<file path="src/rtl/usr_pkg.sv">
`default_nettype none
// ============================================================================
// Package     : usr_pkg
// Description : Shared definitions for the universal shift register:
//               operation mode encodings and the frame-counter width helper.
// Revision    : 1.0 - initial release
// ============================================================================
package usr_pkg;

  // Operation encodings presented on the 'mode' input
  localparam logic [1:0] MODE_HOLD = 2'b00;
  localparam logic [1:0] MODE_SHL  = 2'b01;
  localparam logic [1:0] MODE_SHR  = 2'b10;
  localparam logic [1:0] MODE_LOAD = 2'b11;

  // Width of a counter able to hold 0..width inclusive
  function automatic int cnt_w(input int width);
    return $clog2(width + 1);
  endfunction

endpackage
`default_nettype wire

</file>
<file path="src/rtl/usr_frame_counter.sv">
`default_nettype none
// ============================================================================
// Module      : usr_frame_counter
// Description : Counts shift events within a frame of WIDTH shifts. The count
//               wraps to zero on the WIDTH-th shift and frame_done pulses high
//               for exactly one cycle afterwards. 'clear' aborts the frame
//               without a pulse.
// Ports       : clk        - rising-edge clock
//               rst        - synchronous active-high reset
//               shift_ev   - one shift taken this cycle
//               clear      - abort current frame (parallel load)
//               cnt        - shifts completed in the current frame
//               frame_done - registered single-cycle end-of-frame pulse
// Revision    : 1.0 - initial release
// ============================================================================
module usr_frame_counter
  import usr_pkg::*;
#(
  parameter int WIDTH = 8
) (
  input  logic                     clk,
  input  logic                     rst,
  input  logic                     shift_ev,
  input  logic                     clear,
  output logic [cnt_w(WIDTH)-1:0]  cnt,
  output logic                     frame_done
);

  localparam int            CW       = cnt_w(WIDTH);
  localparam logic [CW-1:0] CNT_LAST = CW'(WIDTH - 1);

  logic [CW-1:0] cnt_q, cnt_d;
  logic          frame_done_q, frame_done_d;

  always_comb begin
    cnt_d        = cnt_q;
    frame_done_d = 1'b0;        // pulse only on the cycle after the last shift
    if (clear) begin
      cnt_d = '0;
    end else if (shift_ev) begin
      if (cnt_q == CNT_LAST) begin
        cnt_d        = '0;
        frame_done_d = 1'b1;
      end else begin
        cnt_d = cnt_q + 1'b1;
      end
    end
  end

  always_ff @(posedge clk) begin
    if (rst) begin
      cnt_q        <= '0;
      frame_done_q <= 1'b0;
    end else begin
      cnt_q        <= cnt_d;
      frame_done_q <= frame_done_d;
    end
  end

  assign cnt        = cnt_q;
  assign frame_done = frame_done_q;

endmodule
`default_nettype wire

</file>
<file path="src/rtl/shift_reg_universal.sv">
`default_nettype none
// ============================================================================
// Module      : shift_reg_universal
// Description : Parametrised universal shift register (hold / shift left /
//               shift right / parallel load) with a per-frame shift counter
//               that pulses frame_done after WIDTH shifts.
// Config      : USR_ROTATE_EN - when defined, adds input 'rot'; with rot=1
//               shifts recirculate the outgoing bit instead of taking si_l/si_r.
// Ports       : clk, rst        - clock, synchronous active-high reset
//               en              - operation enable (0 = hold)
//               mode            - 00 hold, 01 shl, 10 shr, 11 load
//               si_l / si_r     - serial inputs for left / right shifts
//               pin             - parallel load data
//               pout            - register contents
//               so_l / so_r     - MSB / LSB of pout (combinational)
//               cnt, frame_done - frame progress and end-of-frame pulse
// Revision    : 1.0 - initial release
// ============================================================================
module shift_reg_universal
  import usr_pkg::*;
#(
  parameter int               WIDTH     = 8,
  parameter logic [WIDTH-1:0] RESET_VAL = '0
) (
  input  logic                     clk,
  input  logic                     rst,
  input  logic                     en,
  input  logic [1:0]               mode,
`ifdef USR_ROTATE_EN
  input  logic                     rot,
`endif
  input  logic                     si_l,
  input  logic                     si_r,
  input  logic [WIDTH-1:0]         pin,
  output logic [WIDTH-1:0]         pout,
  output logic                     so_l,
  output logic                     so_r,
  output logic [cnt_w(WIDTH)-1:0]  cnt,
  output logic                     frame_done
);

  logic [WIDTH-1:0] pout_q, pout_d;
  logic             fill_l, fill_r;
  logic             shift_ev, clear;

  // Bit entering the register on each shift direction
`ifdef USR_ROTATE_EN
  assign fill_l = rot ? pout_q[WIDTH-1] : si_l;
  assign fill_r = rot ? pout_q[0]       : si_r;
`else
  assign fill_l = si_l;
  assign fill_r = si_r;
`endif

  always_comb begin
    pout_d   = pout_q;
    shift_ev = 1'b0;
    clear    = 1'b0;
    if (en) begin
      case (mode)
        MODE_SHL: begin
          pout_d   = {pout_q[WIDTH-2:0], fill_l};
          shift_ev = 1'b1;
        end
        MODE_SHR: begin
          pout_d   = {fill_r, pout_q[WIDTH-1:1]};
          shift_ev = 1'b1;
        end
        MODE_LOAD: begin
          pout_d = pin;
          clear  = 1'b1;
        end
        default: ;              // MODE_HOLD
      endcase
    end
  end

  always_ff @(posedge clk) begin
    if (rst) begin
      pout_q <= RESET_VAL;
    end else begin
      pout_q <= pout_d;
    end
  end

  usr_frame_counter #(
    .WIDTH (WIDTH)
  ) u_frame_counter (
    .clk        (clk),
    .rst        (rst),
    .shift_ev   (shift_ev),
    .clear      (clear),
    .cnt        (cnt),
    .frame_done (frame_done)
  );

  assign pout = pout_q;
  assign so_l = pout_q[WIDTH-1];
  assign so_r = pout_q[0];

endmodule
`default_nettype wire
</file>
<file path="config.mk">
export PLATFORM = sky130hd
export DESIGN_NAME = shift_reg_universal
export DESIGN_NICKNAME = d
export VERILOG_FILES = /design/src/rtl/usr_pkg.sv /design/src/rtl/usr_frame_counter.sv /design/src/rtl/shift_reg_universal.sv
export SDC_FILE = /design/constraint.sdc
export NUM_CORES = 1
export LEC_CHECK = 0
export ABC_AREA = 1
export CAP_MARGIN = 20
export CORE_MARGIN = 2
export CORE_UTILIZATION = 38
export CTS_CLUSTER_DIAMETER = 40
export DETAILED_ROUTE_END_ITERATION = 10
export PLACE_DENSITY = 0.82
export SLEW_MARGIN = 20
export SYNTH_ARGS = -nofsm -noshare
export SYNTH_HDL_FRONTEND = slang
export SYNTH_SLANG_ARGS = --single-unit
export TNS_END_PERCENT = 5
</file>
<file path="constraint.sdc">
create_clock -name clk -period 1.1 [get_ports clk]
set_input_delay 0.33 -clock clk [delete_from_list [all_inputs] [get_ports clk]]
set_output_delay 0.33 -clock clk [all_outputs]
set_load 0.1 [all_outputs]
</file>
==> flow_summary_export.csv <==
group,metric,value,unit
detailed_routing,ant_nets,0,
pwr,p_clk_frac,0.204,
grt,overflow,0,
grt,antenna_found_initial,0,
pwr,power_per_cell_area,1070,nW/µm²
sta,fmax,0.851,GHz
critical_path,crit_type,"flop to output pin",
sta,rsz0062_at_grt,"yes",
min_path,hold_depth,2,
logic_synthesis,ys_warn_count,0,
critical_path,critPathTopFamily,"flip-flops",
clocking,numCtsBuffers,3,
die,die_w,48.6,µm
min_path,hold_path.startpoint,"u_frame_counter.cnt[1]$_SDFFE_PP0P_",
die,rows,16,
logic_synthesis,syn_area,756,µm²
place,dp_slack,-0.711,ns
critical_path,critPathLaunchType,"flop",
place,io_buffers,29,
critical_path,rrSetupSlack,0.01,ns
layout,mostFrequentLayoutCell,"nor2_1",
layout,drive_above_1_share,0.331,
detailed_routing,routed-via-count,868,
logic_synthesis,syn_inst,118,
sta,fin_crit_sh,1.07,
die,pin_count,30,
pwr,p_leak,0.576,nW
layout,area_growth,78.5,%
detailed_routing,wl_per_cell,11.3,µm
pwr,share_comb_of_total_power,0.427,
clocking,clockRootBuffer,"clkbuf_4",
place,placed_area,1260,µm²
clocking,cts.path.max_buffers,2,
critical_path,cp.depth,1,
critical_path,cp-end-kind,"output pin",
place,place_inst,175,
logic_synthesis,synth_nets,137,
critical_path,crit_fanout,4,
critical_path,cp.arrival,0.85,ns
critical_path,cp.required,0.77,ns
layout,stdcell_count,181,
layout,nets,174,
clocking,clock_sinks,13,
sta,setup_viol,15,
sta,hold_viol,0,
pwr,total_power,1.44,mW
outcome,violations,"negative setup slack",
logic_synthesis,synth.top_cells.by_area,"dfxtp_1 (34%), nor2_1 (14%), nand2_1 (12%)",
pwr,p_sw,0.569,mW
critical_path,reg2reg_to,"u_frame_counter.cnt[0]$_SDFFE_PP0P_",
critical_path,slowest_stage,"dfxtp_4",
grt,grt_pass1_wl,3.47,mm
sta,finClkSkew,0.00272,ns
sta,drv_slew,0,
pwr,ir_drop,0.734,mV
die,start_util,0.393,
layout,final_util,0.702,
pwr,swShare,0.394,
grt,grt_max_degree,17,
sta,min_period,1.18,ns
sta,worst_slew_pin_slew,0.225,ns
grt,first_global_vias,834,
flow_run,maxCapViolations,0,
sta,relSlewSlack,0.850,
layout,final_cell_mix,"nor2_1 (28), nand2_1 (23), buf_12 (16)",
logic_synthesis,yosys.area.top_type_share,0.344,
layout,diodes,0,
clocking,path_clk_slew,0.08,ns
detailed_routing,via_per_inst,4.80,
critical_path,r2r_cells,5,
die,core_area,1920,µm²
logic_synthesis,ys_seq_elements,13,
logic_synthesis,synth_top_cell_by_area,"dfxtp_1",
grt,grtUsageTotal,0.184,
min_path,hold_end,"u_frame_counter.cnt[1]$_SDFFE_PP0P_",
critical_path,path_cells,"buf_12",
clocking,cts_tree,"built",
detailed_routing,drc_errors,0,
clocking,clock_latency,0.28,ns
detailed_routing,drt_iter0_markers,20,
critical_path,slowest_delay,0.39,ns
pwr,p_seq_frac,0.370,
critical_path,r2r-start,"u_frame_counter.cnt[0]$_SDFFE_PP0P_",
die,die_area,2360,µm²
sta,layout_setup_ws,-0.0752,ns
critical_path,crit_buf_inv,1,
detailed_routing,totalWireLength,2.05,mm
place,dp_hpwl,1.52,mm
logic_synthesis,seq_area_frac_synth,0.344,
logic_synthesis,avgSynthCellArea,6.40,µm²
logic_synthesis,synth_cell_types,17,
die,fp.dieH,48.6,µm
clocking,cts_hold_buf,0,
detailed_routing,drt_pre_antenna_iters,4,
place,gp_congestion,0.788,
pwr,p_int,0.874,mW
layout,fin_area,1350,µm²
min_path,min_path_type,"flop to flop",
clocking,h-tree-depth,1,
outcome,status,"complete, but fails checks",
## flip-flops by register name, summed over array words and instances (netlist names)
name	count
pout	8
u_frame_counter.cnt	4
u_frame_counter.frame_done	1
## area by class of cell
| cell class | instances | area [µm²] |
|---|---|---|
| fillers | 158 | 573 |
| flip-flops and latches | 13 | 307 |
| clock buffers | 4 | 26.3 |
| well taps | 27 | 33.8 |
| repair buffers | 37 | 502 |
| multi-input cells | 84 | 420 |
| inverters | 16 | 60.1 |
## power groups by stage
stage / Clock (mW) / Combinational [mW] / Sequential, mW
2_1_floorplan: 0 / 0.171 / 0.735
3_3_place_gp: 0 / 0.582 / 0.557
3_5_place_dp: 0 / 0.590 / 0.559
4_1_cts: 0.302 / 0.616 / 0.535
5_1_grt: 0.323 / 0.646 / 0.539
6_report: 0.294 / 0.616 / 0.534
## repair_timing
action,CTS,global route
endpoints found under the setup margin,28,28
cloned,0,0
setup buffers,2,0
gates resized for setup,19,4
hold endpoints to repair,0,0
pin swaps,3,1
## cells in the mapped netlist
library cell and instances:
nor2_1 28, nand2_1 24, inv_1 15, dfxtp_1 13
nand3_1 12, o21ai_0 8, ha_1 4, a21oi_1 3
buf_2 2, buf_4 2, buf_6 1, inv_2 1
nand2_2 1, nor2_4 1, o21ai_1 1, o21bai_1 1
xor2_1 1
## per-stage QoR
step / TNS (ns) / hold slack (ns)
finish: -0.869 / 0.535
global route: -1.34 / 0.550
CTS: -1.01 / 0.543
detailed placement: -8.57 / 0.529
global placement: -7.92 / 0.520
floorplan: -0.777 / 0.496
## cell families after synthesis
group | share of synthesized area
and+or+nand+nor | 0.361
buffers and inverters | 0.127
AOI/OAI and AO/OA | 0.0894
DFF | 0.344
adders and majority gates | 0.0662
xor gates and xnor gates | 0.0116
## worst max-delay path by stage
| stage | start | slack (ns) | endpoint |
|---|---|---|---|
| 2_1_floorplan | u_frame_counter.cnt[2]$_SDFFE_PP0P_ | -0.11 | u_frame_counter.cnt[3]$_SDFFE_PP0P_ |
| 3_3_place_gp | mode[0] | -0.65 | pout[6]$_SDFFE_PP0P_ |
| 3_5_place_dp | mode[0] | -0.71 | pout[2]$_SDFFE_PP0P_ |
| 4_1_cts | pout[7]$_SDFFE_PP0P_ | -0.08 | pout[7] |
| 5_1_grt | u_frame_counter.cnt[1]$_SDFFE_PP0P_ | -0.10 | cnt[1] |
| 6_report | pout[7]$_SDFFE_PP0P_ | -0.08 | so_l |
## layer usage
metal / GRT usage / part of all wire
met3: 0.0648 / 0.083
met1: 0.208 / 0.39
met2: 0.331 / 0.52
met5: 0 / 0
met4: 0.0429 / 0.0083
(Power assumes the default switching activity.)
